`config.mk`:
```
export PLATFORM = sky130hd
export DESIGN_NAME = writeback_commit_unit
export DESIGN_NICKNAME = d
export VERILOG_FILES = /design/src/rtl/wb_pkg.sv /design/src/rtl/writeback_commit_unit_fifo.sv /design/src/rtl/writeback_commit_unit.sv
export SDC_FILE = /design/constraint.sdc
export NUM_CORES = 1
export LEC_CHECK = 0
export ABC_AREA = 1
export BUFFER_PORTS_ARGS = -buffer_cell sky130_fd_sc_hd__buf_2
export CORE_ASPECT_RATIO = 1.2
export CORE_MARGIN = 2
export CORE_UTILIZATION = 35
export CTS_CLUSTER_SIZE = 12
export DETAILED_ROUTE_END_ITERATION = 6
export MAX_ROUTING_LAYER = met4
export PLACE_DENSITY = 0.6
export SLEW_MARGIN = 0
export SYNTH_ARGS = -nofsm -noshare
export SYNTH_HDL_FRONTEND = slang
export SYNTH_SLANG_ARGS = --single-unit
```
`constraint.sdc`:
```
create_clock -name clk -period 7.25 [get_ports clk]
set_clock_uncertainty 0.2 [all_clocks]
set_input_delay 1.8125 -clock clk [delete_from_list [all_inputs] [get_ports clk]]
set_output_delay 1.8125 -clock clk [all_outputs]
set_load 0.02 [all_outputs]
```
`src/rtl/wb_pkg.sv`:
```
// wb_pkg: shared entry type, default widths and the round-robin pick helper
// used by the write-back commit unit and its per-channel FIFOs.
package wb_pkg;

  localparam int XLEN_DEF   = 64;
  localparam int REG_AW_DEF = 5;
  localparam int MAX_CH     = 8;

  typedef struct packed {
    logic                  wen;
    logic [REG_AW_DEF-1:0] dest;
    logic [XLEN_DEF-1:0]   data;
  } wb_entry_t;

  // First requester at or after ptr, scanning upward and wrapping at n channels.
  function automatic logic [2:0] rr_pick(input logic [MAX_CH-1:0] req,
                                         input logic [2:0]        ptr,
                                         input logic [3:0]        n);
    logic [3:0] idx;
    logic       found;
    rr_pick = '0;
    found   = 1'b0;
    for (int i = 0; i < MAX_CH; i++) begin
      idx = {1'b0, ptr} + 4'(i);
      if (idx >= n) idx = idx - n;
      if (!found && (4'(i) < n) && req[idx[2:0]]) begin
        rr_pick = idx[2:0];
        found   = 1'b1;
      end
    end
  endfunction

endpackage

```
`src/rtl/writeback_commit_unit_fifo.sv`:
```
// wb_chan_fifo: one channel's circular buffer of packed write-back entries.
// DEPTH must be a power of two so the pointers wrap on their own.
module wb_chan_fifo
  import wb_pkg::*;
#(
  parameter int DEPTH = 2,
  parameter int WIDTH = $bits(wb_entry_t)
) (
  input  logic                     clk,
  input  logic                     reset,
  input  logic                     push,
  input  logic [WIDTH-1:0]         push_data,
  input  logic                     pop,
  output logic [WIDTH-1:0]         pop_data,
  output logic                     full,
  output logic                     empty,
  output logic [$clog2(DEPTH):0]   count
);

  localparam int PW = (DEPTH > 1) ? $clog2(DEPTH) : 1;
  localparam int CW = $clog2(DEPTH) + 1;

  logic [WIDTH-1:0] mem_q [DEPTH];
  logic [PW-1:0]    wr_ptr_q, wr_ptr_d, rd_ptr_q, rd_ptr_d;
  logic [CW-1:0]    count_q, count_d;
  logic             do_push, do_pop;

  assign full     = (count_q == CW'(DEPTH));
  assign empty    = (count_q == '0);
  assign count    = count_q;
  assign pop_data = mem_q[rd_ptr_q];
  assign do_push  = push && !full;
  assign do_pop   = pop && !empty;

  always_comb begin
    wr_ptr_d = do_push ? wr_ptr_q + PW'(1) : wr_ptr_q;
    rd_ptr_d = do_pop  ? rd_ptr_q + PW'(1) : rd_ptr_q;
    count_d  = count_q;
    if (do_push && !do_pop) count_d = count_q + CW'(1);
    if (!do_push && do_pop) count_d = count_q - CW'(1);
  end

  always_ff @(posedge clk) begin
    if (do_push) mem_q[wr_ptr_q] <= push_data;
  end

  always_ff @(posedge clk) begin
    if (reset) begin
      wr_ptr_q <= '0;
      rd_ptr_q <= '0;
      count_q  <= '0;
    end else begin
      wr_ptr_q <= wr_ptr_d;
      rd_ptr_q <= rd_ptr_d;
      count_q  <= count_d;
    end
  end

endmodule

```
`src/rtl/writeback_commit_unit.sv`:
```
// writeback_commit_unit: per-channel result FIFOs arbitrated round-robin onto one
// register-file write port. Define WB_PERF_CNT_EN to add retire/stall counters.
module writeback_commit_unit
  import wb_pkg::*;
#(
  parameter int  NUM_CH     = 2,
  parameter int  XLEN       = XLEN_DEF,
  parameter int  REG_AW     = REG_AW_DEF,
  parameter int  FIFO_DEPTH = 2,
  localparam int CH_W       = (NUM_CH > 1) ? $clog2(NUM_CH) : 1
) (
  input  logic                     clk,
  input  logic                     reset,
  input  logic [NUM_CH-1:0]        in_valid,
  output logic [NUM_CH-1:0]        in_ready,
  input  logic [NUM_CH-1:0]        in_wen,
  input  logic [NUM_CH*REG_AW-1:0] in_dest,
  input  logic [NUM_CH*XLEN-1:0]   in_data,
  output logic                     rf_we,
  output logic [REG_AW-1:0]        rf_waddr,
  output logic [XLEN-1:0]          rf_wdata,
  output logic                     wb_done,
  output logic [CH_W-1:0]          wb_ch,
  output logic                     busy
`ifdef WB_PERF_CNT_EN
  ,
  output logic [31:0]              perf_retired,
  output logic [NUM_CH*32-1:0]     perf_stall
`endif
);

  typedef struct packed {
    logic              wen;
    logic [REG_AW-1:0] dest;
    logic [XLEN-1:0]   data;
  } entry_t;

  localparam int EW    = $bits(entry_t);
  localparam int CNT_W = $clog2(FIFO_DEPTH) + 1;

  logic [NUM_CH-1:0] push, pop, full, empty, nonzero;
  logic [EW-1:0]     push_entry [NUM_CH];
  logic [EW-1:0]     pop_entry  [NUM_CH];
  logic [CNT_W-1:0]  count      [NUM_CH];

  logic [CH_W-1:0]   rr_ptr_q, rr_ptr_d, grant;
  logic [MAX_CH-1:0] req;
  logic              any_req;
  entry_t            sel;

  logic              rf_we_q, rf_we_d, wb_done_q, wb_done_d;
  logic [REG_AW-1:0] rf_waddr_q, rf_waddr_d;
  logic [XLEN-1:0]   rf_wdata_q, rf_wdata_d;
  logic [CH_W-1:0]   wb_ch_q, wb_ch_d;

  // Ready is held low during reset so nothing is offered a slot that reset will clear.
  for (genvar i = 0; i < NUM_CH; i++) begin : g_ch
    assign push_entry[i] = {in_wen[i], in_dest[i*REG_AW +: REG_AW], in_data[i*XLEN +: XLEN]};
    assign in_ready[i]   = !full[i] && !reset;
    assign push[i]       = in_valid[i] && in_ready[i];
    assign pop[i]        = any_req && (grant == CH_W'(i));
    assign nonzero[i]    = (count[i] != '0);

    wb_chan_fifo #(
      .DEPTH (FIFO_DEPTH),
      .WIDTH (EW)
    ) u_fifo (
      .clk       (clk),
      .reset     (reset),
      .push      (push[i]),
      .push_data (push_entry[i]),
      .pop       (pop[i]),
      .pop_data  (pop_entry[i]),
      .full      (full[i]),
      .empty     (empty[i]),
      .count     (count[i])
    );
  end

  always_comb begin
    req                = '0;
    req[NUM_CH-1:0]    = ~empty;
    any_req            = |req;
    grant              = CH_W'(rr_pick(req, 3'(rr_ptr_q), 4'(NUM_CH)));
  end

  always_comb begin
    rr_ptr_d = rr_ptr_q;
    if (any_req) rr_ptr_d = (grant == CH_W'(NUM_CH - 1)) ? '0 : grant + CH_W'(1);
  end

  // Address/data/channel hold between pops; x0 writes retire without a write strobe.
  always_comb begin
    sel        = entry_t'(pop_entry[grant]);
    wb_done_d  = any_req;
    rf_we_d    = any_req && sel.wen && (sel.dest != '0);
    rf_waddr_d = any_req ? sel.dest : rf_waddr_q;
    rf_wdata_d = any_req ? sel.data : rf_wdata_q;
    wb_ch_d    = any_req ? grant    : wb_ch_q;
  end

  always_ff @(posedge clk) begin
    if (reset) begin
      rr_ptr_q   <= '0;
      rf_we_q    <= 1'b0;
      wb_done_q  <= 1'b0;
      rf_waddr_q <= '0;
      rf_wdata_q <= '0;
      wb_ch_q    <= '0;
    end else begin
      rr_ptr_q   <= rr_ptr_d;
      rf_we_q    <= rf_we_d;
      wb_done_q  <= wb_done_d;
      rf_waddr_q <= rf_waddr_d;
      rf_wdata_q <= rf_wdata_d;
      wb_ch_q    <= wb_ch_d;
    end
  end

  assign rf_we    = rf_we_q;
  assign rf_waddr = rf_waddr_q;
  assign rf_wdata = rf_wdata_q;
  assign wb_done  = wb_done_q;
  assign wb_ch    = wb_ch_q;
  assign busy     = (|nonzero) || wb_done_q;

`ifdef WB_PERF_CNT_EN
  logic [31:0]          perf_retired_q;
  logic [NUM_CH*32-1:0] perf_stall_q;

  always_ff @(posedge clk) begin
    if (reset) begin
      perf_retired_q <= '0;
      perf_stall_q   <= '0;
    end else begin
      if (wb_done_q) perf_retired_q <= perf_retired_q + 32'd1;
      for (int i = 0; i < NUM_CH; i++) begin
        if (in_valid[i] && !in_ready[i])
          perf_stall_q[i*32 +: 32] <= perf_stall_q[i*32 +: 32] + 32'd1;
      end
    end
  end

  assign perf_retired = perf_retired_q;
  assign perf_stall   = perf_stall_q;
`endif

endmodule

```
==> flow_metrics.tcl, run 1 <==
set metrics [dict create \
    tightest_slew_ns 1.10 \
    grt_pass1_wl_mm 51.3 \
    dieArea_um2 40200 \
    drt_iter0_markers 545 \
    critPathMaxStageDelay_ns 0.19 \
    period_needed_ns 4.31 \
    vias 8923 \
    slew_viol_final 0 \
    synth-main-ff-cell "edfxtp_1" \
    area_growth_pct 19.9 \
    worstHoldPathType "register to register" \
    die_x_um 183 \
    rsz0062_at_grt "false" \
    worstSkewPairLatency_ns 0.53 \
    clkTransAtPathRegs_ns 0.06 \
    max-slew-margin-rel_pct 26.3 \
    critPathLaunchType "input port" \
    grtUsageTotal_pct 17.4 \
    first_global_vias 8766 \
    cts.sinks 363 \
    setup_viol 0 \
    fp-row-count 78 \
    die_y_um 219 \
    place.gp.congestion 0.729 \
    crit_path_frequent_cell "buf_2" \
    numCtsBuffers 38 \
    worstReg2RegStart "g_ch[0].u_fifo.count[1]$_SDFFE_PP0P_" \
    hold_violations 0 \
    cap_violations 0 \
    end_kind "output pin" \
    post_cts_buffers 0 \
    overflow 0 \
    synth_edf_count 280 \
    synth_top_area_cell "edfxtp_1" \
    dp_slack_ns 2.71 \
    p_leak_nw 6.30 \
    cts_root_buf "clkbuf_16" \
    htree_levels 2 \
    critPathMaxFanout 5 \
    power.density_nw_per_um2 395 \
    ys_types 25 \
    port_buffers 218 \
    ys_async_sr_fraction_pct 0 \
    ys_warn_count 0 \
    viasPerCell 4.83 \
    start_util_pct 35.6 \
    fin_util_pct 42.6 \
    yosysMostFrequentCell "edfxtp_1" \
    synthTopCellsByArea "edfxtp_1, dfxtp_1, nor2_1, nand3_1, o21ai_0" \
    post-route-drc-count 0 \
    reg2reg_depth 9 \
    finalWorstSetupSlack_ns 2.94 \
    avgSynthCellArea_um2 12.0 \
    total_power_mw 6.39 \
    drtAntennaViolNets 0 \
    synth-seq-cells 363 \
    dpl.hpwl_mm 20.8 \
    regToRegSetupSlack_ns 3.80 \
    wl_per_cell_um 18.2 \
    grtUsageMet2_pct 29.1 \
    grtUsageMet1_pct 20.9 \
    startpoint "reset" \
    synth_nets 1273 \
    timing.fmax_mhz 232 \
    synth_seq_area_share_pct 74.6 \
    worstPathArrival_ns 2.29 \
    rr_endpoint "g_ch[0].u_fifo.count[1]$_SDFFE_PP0P_" \
    ctsResizeCount 0 \
    first_pass_iters 5 \
    cp-endpoint "in_ready[0]" \
    clk_path_buf_depth 3 \
    synth_area_um2 13500 \
    finalCritPeriodShare_pct 59.4 \
    synthTopCellsByCount "edfxtp_1, nor2_1, nand3_1, o21ai_0, nand2_1" \
    peakVddDrop_mv 0.204 \
    cts_tree "done" \
    ctsHoldBuffers 0 \
    fp.coreArea_um2 38000 \
    nets 1476 \
    grt_max_degree 78 \
    crit_chain "buf_2 -> a21oi_1 -> buf_2" \
    worst-setup-path-type "input port to output pin" \
    crit_required_ns 5.24 \
    busiest_layer "met2" \
    synth_top_area_share_pct 62.3 \
    antenna_found_initial 12 \
    slowest_stage "buf_2" \
    drive_gt1_share_pct 22.1 \
    postSynthCellCount 1127 \
    ios 219 \
    setup_tns_ns 0 \
    status "finished, final reports clean" \
    grt_use_met3_pct 4.41 \
    wl_mm 33.7 \
]
==> metal layers <==
metal,vias up,routed length [um],part of all wire [%]
li1,4374,-,-
met5,-,0,0
met3,45,2310,6.9
met2,253,16800,50
met4,0,661,2.0
met1,4251,13900,41
==> final cells by class <==
class | count | area (um2)
flip-flops and latches | 363 | 10100
clock buffers | 63 | 1150
inverters | 22 | 87.6
clock inverters | 4 | 45.0
fillers | 3517 | 21800
multi-input cells | 676 | 3020
repair buffers | 229 | 1170
well taps | 480 | 601
diodes | 12 | 30.0
==> cell usage in the layout (no fill, tap or decap) <==
cell / netlist / layout
buf_2: 14 / 218
nand3_1: 140 / 140
bufinv_16: 0 / 1
o21ai_4: 1 / 1
o21ai_1: 30 / 30
a211oi_1: 1 / 1
clkinv_2: 0 / 5
nor2_2: 1 / 1
nand2_2: 1 / 1
a21oi_1: 15 / 15
nand2_1: 95 / 95
clkbuf_1: 34 / 18
buf_4: 12 / 11
o21ai_0: 119 / 119
or2_2: 2 / 2
dfxtp_1: 83 / 81
diode_2: 0 / 12
inv_4: 1 / 1
nand4_1: 2 / 2
nand3_2: 1 / 1
dfxtp_4: 0 / 2
clkbuf_8: 0 / 4
nor2_1: 264 / 260
ha_1: 2 / 2
nor2_4: 1 / 5
clkbuf_16: 0 / 41
inv_2: 6 / 5
inv_1: 15 / 14
nand2_4: 1 / 1
edfxtp_1: 280 / 280
==> cell families (layout without fill, tap and decap cells) <==
family | Yosys count | in the layout | share of synthesized area (%)
simple gates | 508 | 508 | 15.7
flops | 363 | 363 | 74.6
compound gates | 166 | 166 | 6.26
buf+inv | 88 | 318 | 3.26
fa+ha+maj | 2 | 2 | 0.185
other cells | 0 | 12 | 0
==> metrics by stage <==
step | instances | area (um2) | hold slack, ns
after floorplan | 1127 | 13500 | 0.225
after global placement | 1770 | 15000 | 0.230
after detailed placement | 1770 | 15000 | 0.242
after CTS | 1837 | 16200 | 0.254
after global routing | 1849 | 16200 | 0.274
final | 1849 | 16200 | 0.251
==> worst min-delay path by stage <==
stage | startpoint | end | slack, ns | cells past startpoint
after floorplan | g_ch[0].u_fifo.rd_ptr_q$_SDFFE_PP0P_ | register | 0.23 | 1
after global placement | g_ch[1].u_fifo.rd_ptr_q$_SDFFE_PP0P_ | register | 0.23 | 1
after detailed placement | g_ch[0].u_fifo.rd_ptr_q$_SDFFE_PP0P_ | register | 0.24 | 1
after CTS | g_ch[0].u_fifo.rd_ptr_q$_SDFFE_PP0P_ | g_ch[0].u_fifo.rd_ptr_q$_SDFFE_PP0P_ | 0.25 | 1
after global routing | g_ch[0].u_fifo.rd_ptr_q$_SDFFE_PP0P_ | g_ch[0].u_fifo.rd_ptr_q$_SDFFE_PP0P_ | 0.27 | 1
final | g_ch[0].u_fifo.rd_ptr_q$_SDFFE_PP0P_ | g_ch[0].u_fifo.rd_ptr_q$_SDFFE_PP0P_ | 0.25 | 1
==> critical path: cells and delay by family <==
| family | cells | cell delay [ns] |
|---|---|---|
| buffers and inverters | 2 | 0.32 |
| AO/OA/AOI/OAI | 1 | 0.16 |
==> registers in the layout, indices dropped and copies added, names as in the netlist, named ones only <==
signal / flops
wb_ch: 1
g_ch.u_fifo.mem_q: 280
g_ch.u_fifo.wr_ptr_q: 2
rf_we: 1
rr_ptr_q: 1
g_ch.u_fifo.count: 4
wb_done: 1
rf_waddr: 5
g_ch.u_fifo.rd_ptr_q: 2
rf_wdata: 64
==> report_power, final <==
part | total [mW] | internal [mW] | switching (mW)
registers | 2.67 | 2.55 | 0.122
clock network | 1.87 | 1.11 | 0.754
logic | 1.86 | 0.505 | 1.35
No activity file was read; power rests on OpenSTA's default activity.
==> run 2, diff against run 1 <==
==> constraint.sdc (replaced) <==
create_clock -name clk -period 4.5 [get_ports clk]
set_clock_uncertainty 0.2 [all_clocks]
set_input_delay 1.125 -clock clk [delete_from_list [all_inputs] [get_ports clk]]
set_output_delay 1.125 -clock clk [all_outputs]
set_load 0.02 [all_outputs]
==> run 2 against run 1 <==
  * Final area grew 0.31%
  * Final cell count grew 0.11%
  * Routed wire length rose by 2.9%
  * Die area is the same
  * Largest power group unchanged
==> flow_metrics.tcl, run 2 (synthesized netlist as in run 1, its figures left out) <==
set metrics [dict create \
    worstPathArrival_ns 1.64 \
    drtAntennaViolNets 0 \
    wl_mm 34.6 \
    ctsHoldBuffers 0 \
    cap_violations 0 \
    fp.coreArea_um2 38000 \
    tightest_slew_ns 0.958 \
    nets 1482 \
    rsz0062_at_grt "false" \
    overflow 0 \
    regToRegSetupSlack_ns 2.17 \
    worstReg2RegStart "g_ch[0].u_fifo.count[1]$_SDFFE_PP0P_" \
    first_pass_iters 5 \
    vias 9079 \
    htree_levels 2 \
    port_buffers 218 \
    startpoint "g_ch[1].u_fifo.count[1]$_SDFFE_PP0P_" \
    finalCritPeriodShare_pct 65.9 \
    clk_path_buf_depth 3 \
    viasPerCell 4.90 \
    drt_iter0_markers 596 \
    dieArea_um2 40200 \
    area_growth_pct 20.2 \
    cp-endpoint "busy" \
    worstHoldPathType "register to register" \
    cts_root_buf "clkbuf_16" \
    power.density_nw_per_um2 640 \
    crit_required_ns 3.17 \
    clkTransAtPathRegs_ns 0.06 \
    numCtsBuffers 39 \
    max-slew-margin-rel_pct 36.2 \
    slew_viol_final 0 \
    die_x_um 183 \
    largest_reg_flops 280 \
    hold_violations 0 \
    grtUsageTotal_pct 17.8 \
    rr_endpoint "rf_wdata[34]$_SDFFE_PP0N_" \
    critPathMaxStageDelay_ns 0.34 \
    status "finished, final reports clean" \
    slowest_stage "dfxtp_1" \
    dpl.hpwl_mm 20.5 \
    worst-setup-path-type "register to output pin" \
    cts.sinks 363 \
    grt_max_degree 78 \
    final_common_cell "edfxtp_1" \
    start_util_pct 35.6 \
    p_leak_nw 6.33 \
    reg2reg_depth 7 \
    ctsResizeCount 0 \
    drive_gt1_share_pct 22.5 \
    first_global_vias 9231 \
    post_cts_buffers 0 \
    place.gp.congestion 0.785 \
    cts_tree "done" \
    postPlaceCellArea_um2 15000 \
    fin_util_pct 42.8 \
    worstSkewPairLatency_ns 0.52 \
    setup_viol 0 \
    period_needed_ns 2.96 \
    grt_pass1_wl_mm 52.7 \
    post-route-drc-count 0 \
    die_y_um 219 \
    final_cell_mix "edfxtp_1, nor2_1, buf_2, nand3_1, o21ai_0" \
    crit_chain "nor2_4 -> nand3_2 -> or2_2 -> buf_2" \
    critPathMaxFanout 3 \
    final_cell_area_um2 16200 \
    critPathLaunchType "register" \
    top_register "g_ch.u_fifo.mem_q" \
    ios 219 \
    wl_per_cell_um 18.7 \
    end_kind "output pin" \
    fp-row-count 78 \
    antenna_found_initial 5 \
    peakVddDrop_mv 0.424 \
    timing.fmax_mhz 337 \
]
-- run 2: how the worst min path moves through the flow --
| stage | startpoint | endpoint | slack [ns] | cells after the start |
|---|---|---|---|---|
| 2_1_floorplan | g_ch[0].u_fifo.rd_ptr_q$_SDFFE_PP0P_ | register | 0.23 | 1 |
| 3_3_place_gp | g_ch[0].u_fifo.rd_ptr_q$_SDFFE_PP0P_ | register | 0.23 | 1 |
| 3_5_place_dp | g_ch[0].u_fifo.rd_ptr_q$_SDFFE_PP0P_ | register | 0.24 | 1 |
| 4_1_cts | g_ch[0].u_fifo.rd_ptr_q$_SDFFE_PP0P_ | g_ch[0].u_fifo.rd_ptr_q$_SDFFE_PP0P_ | 0.26 | 1 |
| 5_1_grt | g_ch[0].u_fifo.rd_ptr_q$_SDFFE_PP0P_ | g_ch[0].u_fifo.rd_ptr_q$_SDFFE_PP0P_ | 0.27 | 1 |
| 6_report | g_ch[0].u_fifo.rd_ptr_q$_SDFFE_PP0P_ | g_ch[0].u_fifo.rd_ptr_q$_SDFFE_PP0P_ | 0.26 | 1 |
-- run 2: per-stage QoR --
step | power, mW | setup TNS, ns | worst slack (ns) | std cells | hold slack [ns]
CTS | 10.5 | 0 | 1.53 | 1845 | 0.256
floorplan | 6.47 | -244.89 | -0.875 | 1127 | 0.225
finish | 10.4 | 0 | 1.54 | 1851 | 0.256
detailed placement | 7.51 | 0 | 1.43 | 1775 | 0.244
global route | 11.0 | 0 | 1.47 | 1850 | 0.273
global placement | 7.46 | 0 | 1.48 | 1775 | 0.228
-- run 2: layer usage --
| metal | routed length, um | global-route usage [%] | up-vias | part of all wire [%] |
|---|---|---|---|---|
| met5 | 0 | - | - | 0 |
| met4 | 506 | 4.45 | 0 | 1.5 |
| met3 | 1940 | 3.68 | 40 | 5.6 |
| met2 | 17500 | 31.3 | 273 | 51 |
| met1 | 14700 | 21.0 | 4391 | 42 |
| li1 | - | - | 4375 | - |
-- run 2: layout make-up --
cell class,count,area (um2)
clock inverters,8,41.3
multi-input cells,676,3020
flip-flops and latches,363,10100
fillers,3549,21700
clock buffers,62,1150
diodes,6,15.0
repair buffers,234,1240
well taps,480,601
inverters,22,87.6
-- run 2: report_power, final --
group | switching, mW | internal (mW)
Combinational | 2.24 | 0.837
Clock | 1.23 | 1.76
Sequential | 0.217 | 4.10
Total | 3.69 | 6.69
-- run 2: critical path: cells and delay by family, from the launching register on --
family / cells / cell delay (ns)
flip-flops: 1 / 0.34
AND/OR/NAND/NOR: 3 / 0.62
buffers and inverters: 1 / 0.16
